## src/rtl/eater_pkg.sv

```systemverilog
`default_nettype none
// +------------------------------------------------------------------+
// | eater_pkg                                                        |
// | Shared widths, opcodes, bus-source encoding and control word.    |
// | Rev 1.0                                                          |
// +------------------------------------------------------------------+
package eater_pkg;

  localparam int ADDR_W_DEF = 4;
  localparam int DATA_W_DEF = 8;

  localparam logic [3:0] LDA = 4'h1;
  localparam logic [3:0] ADD = 4'h2;
  localparam logic [3:0] OUT = 4'hE;
  localparam logic [3:0] HLT = 4'hF;

  typedef enum logic [2:0] {
    SRC_NONE = 3'd0,
    SRC_PC   = 3'd1,
    SRC_RAM  = 3'd2,
    SRC_IR   = 3'd3,
    SRC_A    = 3'd4,
    SRC_ALU  = 3'd5
  } bus_src_e;

  typedef struct packed {
    logic hlt;
    logic mi;
    logic ri;
    logic ro;
    logic io;
    logic ii;
    logic ai;
    logic ao;
    logic sumo;
    logic sub;
    logic bi;
    logic oi;
    logic ce;
    logic co;
    logic j;
  } ctrl_t;

  // Highest-priority driver wins when the decoder asserts several at once.
  function automatic bus_src_e pick_src(input ctrl_t c);
    if (c.co)        return SRC_PC;
    else if (c.ro)   return SRC_RAM;
    else if (c.io)   return SRC_IR;
    else if (c.ao)   return SRC_A;
    else if (c.sumo) return SRC_ALU;
    else             return SRC_NONE;
  endfunction

  function automatic logic multi_drive(input ctrl_t c);
    logic [2:0] n;
    n = {2'b00, c.co} + {2'b00, c.ro} + {2'b00, c.io} + {2'b00, c.ao} + {2'b00, c.sumo};
    return (n > 3'd1);
  endfunction

endpackage
`default_nettype wire

```

## src/rtl/eater_ram16x8.sv

```systemverilog
`default_nettype none
// +------------------------------------------------------------------+
// | eater_ram16x8                                                    |
// | Program/data RAM: async read, sync write, loader beats bus write.|
// | Rev 1.0                                                          |
// +------------------------------------------------------------------+
module eater_ram16x8
  import eater_pkg::*;
#(
  parameter int ADDR_W = ADDR_W_DEF,
  parameter int DATA_W = DATA_W_DEF
) (
  input  logic              clk,
  input  logic              i_prog_we,
  input  logic [ADDR_W-1:0] i_prog_addr,
  input  logic [DATA_W-1:0] i_prog_data,
  input  logic              i_bus_we,
  input  logic [ADDR_W-1:0] i_bus_addr,
  input  logic [DATA_W-1:0] i_bus_data,
  input  logic [ADDR_W-1:0] i_rd_addr,
  output logic [DATA_W-1:0] o_rd_data
);

  logic [DATA_W-1:0] r_mem [1<<ADDR_W];
  logic              w_we;
  logic [ADDR_W-1:0] w_waddr;
  logic [DATA_W-1:0] w_wdata;

  // A loader write on the same edge as a bus write drops the bus write entirely.
  always_comb begin
    w_we    = i_prog_we | i_bus_we;
    w_waddr = i_bus_addr;
    w_wdata = i_bus_data;
    if (i_prog_we) begin
      w_waddr = i_prog_addr;
      w_wdata = i_prog_data;
    end
  end

  always_ff @(posedge clk) begin
    if (w_we) r_mem[w_waddr] <= w_wdata;
  end

  assign o_rd_data = r_mem[i_rd_addr];

endmodule
`default_nettype wire

```

## src/rtl/eater_datapath.sv

```systemverilog
`default_nettype none
// +------------------------------------------------------------------+
// | eater_datapath                                                   |
// | Shared-bus register datapath of the 8-bit computer.             |
// | Rev 1.0                                                          |
// +------------------------------------------------------------------+
module eater_datapath
  import eater_pkg::*;
#(
  parameter int ADDR_W = ADDR_W_DEF,
  parameter int DATA_W = DATA_W_DEF
) (
  input  logic              clk,
  input  logic              rst,
  input  logic              i_hlt,
  input  logic              i_mi,
  input  logic              i_ri,
  input  logic              i_ro,
  input  logic              i_io,
  input  logic              i_ii,
  input  logic              i_ai,
  input  logic              i_ao,
  input  logic              i_sumo,
  input  logic              i_sub,
  input  logic              i_bi,
  input  logic              i_oi,
  input  logic              i_ce,
  input  logic              i_co,
  input  logic              i_j,
  input  logic              i_prog_we,
  input  logic [ADDR_W-1:0] i_prog_addr,
  input  logic [DATA_W-1:0] i_prog_data,
  output logic [DATA_W-1:0] o_insn,
  output logic [DATA_W-1:0] o_out_val,
  output logic              o_out_valid,
  output logic              o_halted,
  output logic              o_carry,
  output logic [DATA_W-1:0] o_bus,
  output logic              o_bus_conflict
);

  ctrl_t             w_ctrl;
  bus_src_e          w_src;
  logic [DATA_W-1:0] w_bus;
  logic [DATA_W-1:0] w_ram_rd;
  logic [DATA_W-1:0] w_b_op;
  logic [DATA_W:0]   w_alu;
  logic              w_ld;

  logic [ADDR_W-1:0] r_pc;
  logic [ADDR_W-1:0] r_mar;
  logic [DATA_W-1:0] r_ir;
  logic [DATA_W-1:0] r_a;
  logic [DATA_W-1:0] r_b;
  logic [DATA_W-1:0] r_out;
  logic              r_out_valid;
  logic              r_halted;

  assign w_ctrl = {i_hlt, i_mi, i_ri, i_ro, i_io, i_ii, i_ai, i_ao,
                   i_sumo, i_sub, i_bi, i_oi, i_ce, i_co, i_j};
  assign w_src  = pick_src(w_ctrl);
  assign w_ld   = ~r_halted;

  // Subtract as a + ~b + 1 so the top bit reads as "no borrow".
  assign w_b_op = w_ctrl.sub ? ~r_b : r_b;
  assign w_alu  = {1'b0, r_a} + {1'b0, w_b_op} + {{DATA_W{1'b0}}, w_ctrl.sub};

  always_comb begin
    w_bus = '0;
    case (w_src)
      SRC_PC:  w_bus = {{(DATA_W-ADDR_W){1'b0}}, r_pc};
      SRC_RAM: w_bus = w_ram_rd;
      SRC_IR:  w_bus = {{(DATA_W-ADDR_W){1'b0}}, r_ir[ADDR_W-1:0]};
      SRC_A:   w_bus = r_a;
      SRC_ALU: w_bus = w_alu[DATA_W-1:0];
      default: w_bus = '0;
    endcase
  end

  eater_ram16x8 #(
    .ADDR_W (ADDR_W),
    .DATA_W (DATA_W)
  ) u_ram (
    .clk         (clk),
    .i_prog_we   (i_prog_we),
    .i_prog_addr (i_prog_addr),
    .i_prog_data (i_prog_data),
    .i_bus_we    (w_ld & w_ctrl.ri),
    .i_bus_addr  (r_mar),
    .i_bus_data  (w_bus),
    .i_rd_addr   (r_mar),
    .o_rd_data   (w_ram_rd)
  );

  always_ff @(posedge clk or posedge rst) begin
    if (rst) begin
      r_pc        <= '0;
      r_mar       <= '0;
      r_ir        <= '0;
      r_a         <= '0;
      r_b         <= '0;
      r_out       <= '0;
      r_out_valid <= 1'b0;
      r_halted    <= 1'b0;
    end else begin
      r_halted    <= r_halted | w_ctrl.hlt;
      r_out_valid <= w_ld & w_ctrl.oi;
      if (w_ld) begin
        if (w_ctrl.mi) r_mar <= w_bus[ADDR_W-1:0];
        if (w_ctrl.ii) r_ir  <= w_bus;
        if (w_ctrl.ai) r_a   <= w_bus;
        if (w_ctrl.bi) r_b   <= w_bus;
        if (w_ctrl.oi) r_out <= w_bus;
        if (w_ctrl.j)       r_pc <= w_bus[ADDR_W-1:0];
        else if (w_ctrl.ce) r_pc <= r_pc + ADDR_W'(1);
      end
    end
  end

  assign o_insn         = r_ir;
  assign o_out_val      = r_out;
  assign o_out_valid    = r_out_valid;
  assign o_halted       = r_halted;
  assign o_carry        = w_alu[DATA_W];
  assign o_bus          = w_bus;
  assign o_bus_conflict = multi_drive(w_ctrl);

endmodule
`default_nettype wire

```

## config.mk

```make
export PLATFORM = sky130hd
export DESIGN_NAME = eater_datapath
export DESIGN_NICKNAME = d
export VERILOG_FILES = /design/src/rtl/eater_pkg.sv /design/src/rtl/eater_ram16x8.sv /design/src/rtl/eater_datapath.sv
export SDC_FILE = /design/constraint.sdc
export NUM_CORES = 1
export LEC_CHECK = 0
export CORE_MARGIN = 1
export CORE_UTILIZATION = 53
export CTS_CLUSTER_DIAMETER = 120
export DETAILED_ROUTE_END_ITERATION = 7
export HOLD_SLACK_MARGIN = 0.06
export PLACE_DENSITY = 0.79
export RECOVER_POWER = 100
export SKIP_CTS_REPAIR_TIMING = 1
export SLEW_MARGIN = 5
export SYNTH_ARGS = -nofsm -noshare
export SYNTH_HDL_FRONTEND = slang
export SYNTH_SLANG_ARGS = --single-unit
```

## constraint.sdc

```tcl
create_clock -name clk -period 3.6 [get_ports clk]
set_input_delay 0.9 -clock clk [delete_from_list [all_inputs] [get_ports clk]]
set_output_delay 0.9 -clock clk [all_outputs]
set_load 0.02 [all_outputs]
```

---- Word level (Yosys, flattened, before mapping) ----
Memory sizes are Yosys's and may differ from the RTL's.
Index checks and enable logic that the tools add are counted.
W data, S select, Z words.
storage, ports and cells
  output and inout port bits .............. 28
  word-level logic and storage cells ...... 48
  register bits ........................... 42
  bits in writable memories ............... 128
  memories ................................ 1
  input bits .............................. 30
memory list
  memory       words  bits a word  rd ports  clocked after memory_dff  wr ports  RTL line             RTL
  u_ram.r_mem  16     8            1         0                         1         eater_ram16x8.sv:24  logic [DATA_W-1:0] r_mem [1<<ADDR_W];
operators by class
  bitwise logic cells ..................... 6
  equality and inequality tests ........... 5
  muxes and demuxes ....................... 13
  order comparisons ....................... 1
  $add $sub $neg .......................... 7
  reductions and logical operators ........ 7
operators by type and width
  kind                   count
  $pmux W8 S5            1
  $mux W8                2
  $mux W3                5
  $mux W4                3
  $reduce_and A2 Y1      6
  $add A8 B8 Y9          1
  $add A9 B1 Y9          1
  $not A8 Y8             1
  $add A3 B1 Y3          2
  $eq A3 B2 Y1 const B   2
  $eq A3 B3 Y1 const B   2
  $add A4 B1 Y4 const B  1
  $add A2 B1 Y3          1
  $eq A3 B1 Y1 const B   1
  $gt A3 B1 Y1 const B   1
  $add A1 B1 Y2          1
  $and A1 B1 Y1          2
  $mux W1                2
  $or A1 B1 Y1           2
  $reduce_bool A2 Y1     1
  $not A1 Y1             1

---- Depth between registers and ports, before layout ----
Gate-level depths: netlist of run 1.
  depth in word-level cells ............... 8
  depth in mapped cells ................... 10
  gate-level depth less buffers ........... 9

---- By module ----
Synthesis of run 1 repeated with hierarchy kept, for this count alone.
second synthesis, totals
  cell total of the unflattened synthesis .. 501
  area total of the unflattened synthesis .. 7551.0 um^2
modules (own cells, without submodules)
  module          sequential area each (um^2)  cells each  area each (um^2)  times used
  eater_ram16x8   3843.7                       245         5165.0            1
  eater_datapath  1051.0                       256         2386.0            1

---- Worst setup path before layout of run 1 ----
No wires, ideal clock.
  kind .................................... input -> output
  from .................................... input i_sub
  to ...................................... output o_bus[6]
  arrival time ............................ 2.964 ns
  slack ................................... -0.264 ns
  stages .................................. 9
  required time ........................... 2.700 ns
  path buffers ............................ 1
  path through ............................ clkbuf_1 > xor2_1 > fa_1 > a211oi_1 > o21bai_1 > a21oi_1 > xnor2_1 > a21oi_1 > nand2_1
on the way
  word-level cells in the longest chain between the ends .. 4
RTL lines
  what               RTL line              RTL
  from (decl)        eater_datapath.sv:24  input logic i_sub,
  $mux W8            eater_datapath.sv:65  assign w_b_op = w_ctrl.sub ? ~r_b : r_b;
  $add A8 B8 Y9      eater_datapath.sv:66  assign w_alu = {1'b0, r_a} + {1'b0, w_b_op} + {{DATA_W{1'b0}}, w_ctrl.sub};
  $add A9 B1 Y9 (*)  eater_datapath.sv:66
  $pmux W8 S5 (*)    eater_datapath.sv:70  case (w_src)
  to (decl)          eater_datapath.sv:38  output logic [DATA_W-1:0] o_bus,
Every way passes the cells marked *; elsewhere a longest branch is shown, timed or not.

---- Worst setup path after layout of run 1 ----
Ends and elaborated chain as after synthesis.

==> impl_metrics.json, run 1 <==
{
  "async_flop_share": 0.247,
  "endpoint_kind": "output port",
  "violations": "setup timing",
  "status": "finished with violations",
  "grt_max_degree": 38,
  "fin_ws_ns": -0.220,
  "clockBufferDepth": 2,
  "fin_nets": 714,
  "layout_commonest_cell": "edfxtp_1",
  "gp_congestion": 0.953,
  "cp_common_cell": "a21oi_2",
  "drive_gt1_frac": 0.242,
  "synth_top_area_cell": "edfxtp_1",
  "finalHoldViolCount": 0,
  "antenna_found_initial": 0,
  "wl_mm": 18.9,
  "min-delay-start": "o_out_val[1]",
  "ant_nets": 0,
  "firstDrtPassIters": 5,
  "fp-row-count": 43,
  "synth_area_leaders": "edfxtp_1 51%, dfrtp_1 14%, mux4_2 5.7%",
  "r2r_start": "r_b[2]",
  "io_pins": 58,
  "cp_data_arrival_time_ns": 2.92,
  "cp_max_fo": 5,
  "cts_buffers": 17,
  "holdWs_ns": 0.481,
  "synthesis.nets": 587,
  "ir_drop_mv": 0.419,
  "ys_warn_count": 0,
  "grt_pass1_vias": 5309,
  "cp-startpoint": "i_sub",
  "yosysSeqAreaShare": 0.652,
  "via_per_inst": 6.10,
  "netlist_area_sq_mm": 0.00751,
  "root_buffer": "clkbuf_16",
  "tightest_slew_ns": 1.11,
  "overflow": 0,
  "p_leak_uw": 0.00367,
  "nFillCells": 846,
  "drtIter0Drc": 451,
  "die_x_um": 121,
  "dp_hpwl_mm": 12.7,
  "multi_input_comb_area_sq_mm": 0.00261,
  "fin_crit_ns": 3.82,
  "regArea_sq_mm": 0.00490,
  "portBuffers": 57,
  "dp_cells": 831,
  "yosysUniqueCellTypes": 53,
  "cts_tree": "yes",
  "p_per_area_mw_per_mm2": 531,
  "start_util": 0.543,
  "criticalPathCategory": "primary input to output port",
  "worstPathRequired_ns": 2.70,
  "slowest_stage": "fa_2",
  "cp-start-kind": "primary input",
  "fin_worst_skew_ns": 0.00878,
  "crit_path_cell_trace": "buf_12 > mux2i_4 > inv_2 > fa_2 > a211oi_2 > o21bai_1 > a21oi_2 > xnor2_1 > a21oi_2 > nand2_2 > clkbuf_2",
  "clock.fmax_ghz": 0.262,
  "vias": 5273,
  "fin_crit_sh": 1.06,
  "synthCells": 545,
  "remaining_drc_errors": 0,
  "cap_viol_max_count": 0,
  "rsz0062_at_grt": "true",
  "crit_buf_inv": 3,
  "ys_ff_latch": 170,
  "path_clk_slew_ns": 0.06,
  "cts_sinks": 170,
  "hold_class": "flop to flop",
  "clock_latency_ns": 0.42,
  "power_uw": 5100,
  "routedWlPerCell_um": 21.9,
  "coreArea_sq_mm": 0.0138,
  "synth_ff_type": "edfxtp_1",
  "grt_pass1_wl_mm": 28.6,
  "layout_common_cells": "128 x edfxtp_1, 61 x buf_4, 53 x nand2_1",
  "setup_viol": 4,
  "fin_cells": 865,
  "die_height_um": 121,
  "die_area_sq_mm": 0.0146,
  "synth_edf_count": 128,
  "yosys.area.top_type_share": 0.512,
  "relSlewSlack": 0.262,
  "diodes": 0,
  "area_growth_pct": 28.1,
  "h-tree-depth": 4,
  "cp_top_family": "compound AO/OA/AOI/OAI gates",
  "slew_viol_final": 0,
  "critPathMaxStageDelay_ns": 0.42,
  "track_usage": 0.271,
  "synth_area_per_cell_sq_um": 13.8
}
## sequential cells by signal, indices dropped and copies added, names as in the netlist
| signal | count |
|---|---|
| o_halted | 1 |
| o_insn | 8 |
| r_a | 8 |
| r_pc | 4 |
| o_out_val | 8 |
| o_out_valid | 1 |
| u_ram.r_mem | 128 |
| r_mar | 4 |
| r_b | 8 |
## per-layer routing
metal,GRT usage,up-vias,wire [um]
met2,0.470,249,9780
met1,0.318,2664,7110
li1,-,2299,-
met4,0.132,0,719
met3,0.0597,61,1320
met5,0,-,0
## per-stage QoR
step                      worst slack (ns)   util  instance area, sq um  setup TNS [ns]
after global placement              -0.857  0.640                  8850          -14.16
final                               -0.220  0.695                  9610          -0.502
after floorplan                     0.0213      -                  7520               0
after global routing                -0.332  0.695                  9610          -0.888
after detailed placement            -0.934  0.640                  8850          -24.98
after CTS                           -0.956  0.682                  9430          -11.09
## kinds of logic after synthesis
group	synth area share
compound gates	0.0858
xor+xnor	0.0140
fa+ha+maj	0.0220
buf+inv	0.0238
flops	0.652
mux	0.108
simple gates	0.0940
## report_power, final
group          internal, uW  total, uW  leakage, uW  switching, uW
registers              2230       2300      0.00169           70.8
logic                   460        999      0.00170            538
clock network          1080       1800     0.000278            721
## layout make-up
| class | instances | area share |
|---|---|---|
| Clock buffer | 19 | 0.0450 |
| Inverter | 19 | 0.00742 |
| Multi-Input combinational cell | 333 | 0.272 |
| Tap cell | 180 | 0.0234 |
| Clock inverter | 13 | 0.0156 |
| Sequential cell | 170 | 0.510 |
| Timing Repair Buffer | 131 | 0.127 |
## Yosys cell counts, drive strengths merged (4+ instances only)
master and count:
edfxtp 128, nand2 54, nor2 46, dfrtp 42
o21ai 37, mux2i 32, a21oi 30, mux4 21
inv 19, buf 12, clkbuf 11, a31oi 10
ha 10, nand3 10, nor2b 9, nand2b 8
xor2 8, a22oi 7, nand3b 4, nand4 4
xnor2 4
## path summary, 6_finish.rpt
kind                                           end  slack, ns  depth (start not counted)
worst max-delay path                      o_bus[6]      -0.22                         11
worst min-delay path                  o_out_val[1]       0.48                          2
worst max register to register  u_ram.r_mem[14][3]       0.45                          9
worst min register to register        o_out_val[1]       0.48                          2
max in group asynchronous                   r_a[6]       1.10                          3
min in group asynchronous             o_out_val[1]       1.13                          2
## tightest hold or removal path, cell delays in order, from the launching register on
cell     delay, ns
dfrtp_1       0.34
nand2_1       0.05
o21ai_0       0.06
No activity file was read; power rests on OpenSTA's default activity.
==> run 2: changes to the inputs <==
- ABC_CLOCK_PERIOD_IN_PS: unset -> 3600
- CAP_MARGIN: unset -> 10
==> results of run 2 <==
Same layout as run 1: the final DEF is identical, and so are final timing and power.
==> run 3: changes to the inputs <==
- REMOVE_ABC_BUFFERS: unset -> 1
==> run 3 against run 2 <==
- the flow finishes with violations (capacitance limit, slew limit, setup timing)
- maximum frequency grew 4.4%
- critical path depth shrank 1
- final cell count grew 1.0%
- sequential share of layout area is essentially flat
- total power shrank 2.4%
- wire length shrank 2.1%
- die area is the same
- first-iteration DRC count grew 51%
- worst setup slack gained 0.16 ns
- register-to-register slack gained 0.06 ns
- global-route usage shrank 1.0 points
- sequential cell count is the same
==> impl_metrics.json, run 3 (same netlist as run 1, synthesis figures left out) <==
{
  "endpoint_kind": "output port",
  "clockBufferDepth": 2,
  "drtIter0Drc": 682,
  "cp_max_fo": 3,
  "finalHoldViolCount": 0,
  "violations": "capacitance limit, slew limit, setup timing",
  "rsz0062_at_grt": "true",
  "dp_cells": 832,
  "ir_drop_mv": 0.468,
  "fin_crit_ns": 3.66,
  "io_pins": 58,
  "start_util": 0.543,
  "hold_class": "flop to flop",
  "critPathMaxStageDelay_ns": 0.42,
  "via_per_inst": 5.95,
  "fin_crit_sh": 1.02,
  "cp_data_arrival_time_ns": 2.76,
  "coreArea_sq_mm": 0.0138,
  "largest_reg_flops": 128,
  "fp-row-count": 43,
  "fin_area_sq_mm": 0.00961,
  "ant_nets": 0,
  "slew_viol_final": 43,
  "criticalPathCategory": "primary input to output port",
  "cp_common_cell": "inv_1",
  "cp-start-kind": "primary input",
  "vias": 5198,
  "relSlewSlack": -0.547,
  "cts_buffers": 17,
  "diodes": 0,
  "crit_path_cell_trace": "buf_8 > mux2i_2 > inv_1 > fa_2 > xnor2_2 > o22ai_2 > a221o_1 > nor3_2 > inv_1 > buf_6",
  "cap_viol_max_count": 1,
  "p_per_area_mw_per_mm2": 519,
  "die_x_um": 121,
  "die_height_um": 121,
  "gp_congestion": 0.969,
  "slowest_stage": "fa_2",
  "status": "finished with violations",
  "clock.fmax_ghz": 0.273,
  "track_usage": 0.261,
  "fin_nets": 723,
  "drive_gt1_frac": 0.245,
  "fin_util": 0.695,
  "p_leak_uw": 0.00370,
  "remaining_drc_errors": 0,
  "path_clk_slew_ns": 0.07,
  "dp_hpwl_mm": 12.4,
  "placedInstanceArea_sq_mm": 0.00883,
  "top_register": "u_ram.r_mem",
  "die_area_sq_mm": 0.0146,
  "antenna_found_initial": 0,
  "area_growth_pct": 28.0,
  "routedWlPerCell_um": 21.2,
  "grt_pass1_vias": 5168,
  "h-tree-depth": 4,
  "fin_worst_skew_ns": 0.0122,
  "setup_viol": 1,
  "grt_max_degree": 43,
  "cts_sinks": 170,
  "overflow": 0,
  "root_buffer": "clkbuf_16",
  "layout_common_cells": "128 x edfxtp_1, 68 x buf_4, 54 x nand2_1",
  "power_uw": 4980,
  "cts_tree": "yes",
  "layout_commonest_cell": "edfxtp_1",
  "finalSetupTns_ns": -0.0575,
  "nFillCells": 928,
  "fin_ws_ns": -0.0575,
  "clock_latency_ns": 0.43,
  "wl_mm": 18.5,
  "grt_pass1_wl_mm": 27.8,
  "fin_cells": 874,
  "worstPathRequired_ns": 2.70,
  "portBuffers": 57,
  "firstDrtPassIters": 5,
  "tightest_slew_ns": 2.32
}
-- run 3: routing by layer --
layer  vias up  wire [um]  track usage
met4         0        298        0.106
met3        25       1250       0.0564
met2       246       9310        0.424
met1      2611       7670        0.341
li1       2316          -            -
met5         -          0            0
-- run 3: worst max-delay path, delay by kind of cell --
family,cells,cell delay [ns]
XOR/XNOR,1,0.23
AO/OA/AOI/OAI,2,0.42
multiplexers,1,0.16
buffers and inverters,4,0.41
adder cells (fa/ha/maj),1,0.42
AND/OR/NAND/NOR,1,0.22
-- run 3: path summary, 6_finish.rpt --
kind | to | cells after the start | slack, ns | start
worst min register to register | o_out_val[0] | 2 | 0.48 | o_out_val[0]
worst min-delay path | o_out_val[0] | 2 | 0.48 | o_out_val[0]
max in group asynchronous | r_mar[0] | 3 | 0.46 | rst
worst max register to register | u_ram.r_mem[6][4] | 9 | 0.51 | r_b[0]
min in group asynchronous | o_insn[4] | 3 | 1.64 | rst
worst max-delay path | o_bus[2] | 10 | -0.06 | i_sub
-- run 3: power breakdown --
part / switching [uW] / internal (uW)
Clock: 807 / 907
Combinational: 527 / 450
Sequential: 63.6 / 2230
Total: 1400 / 3590
-- run 3: layout make-up --
cell class              instances  area [sq um]  area share
clock inverters                15           130      0.0135
well taps                     180           225      0.0234
multi-input cells             333          2580       0.269
flip-flops and latches        170          4900       0.510
inverters                      19          71.3     0.00742
clock buffers                  17           425      0.0443
repair buffers                140          1280       0.133
-- run 3: metrics by stage --
stage / setup slack [ns] / hold slack [ns]
after floorplan: -0.328 / 0.469
after global placement: -0.848 / 0.461
after detailed placement: -0.910 / 0.471
after CTS: -0.926 / 0.488
after global routing: -0.106 / 0.509
final: -0.0575 / 0.478
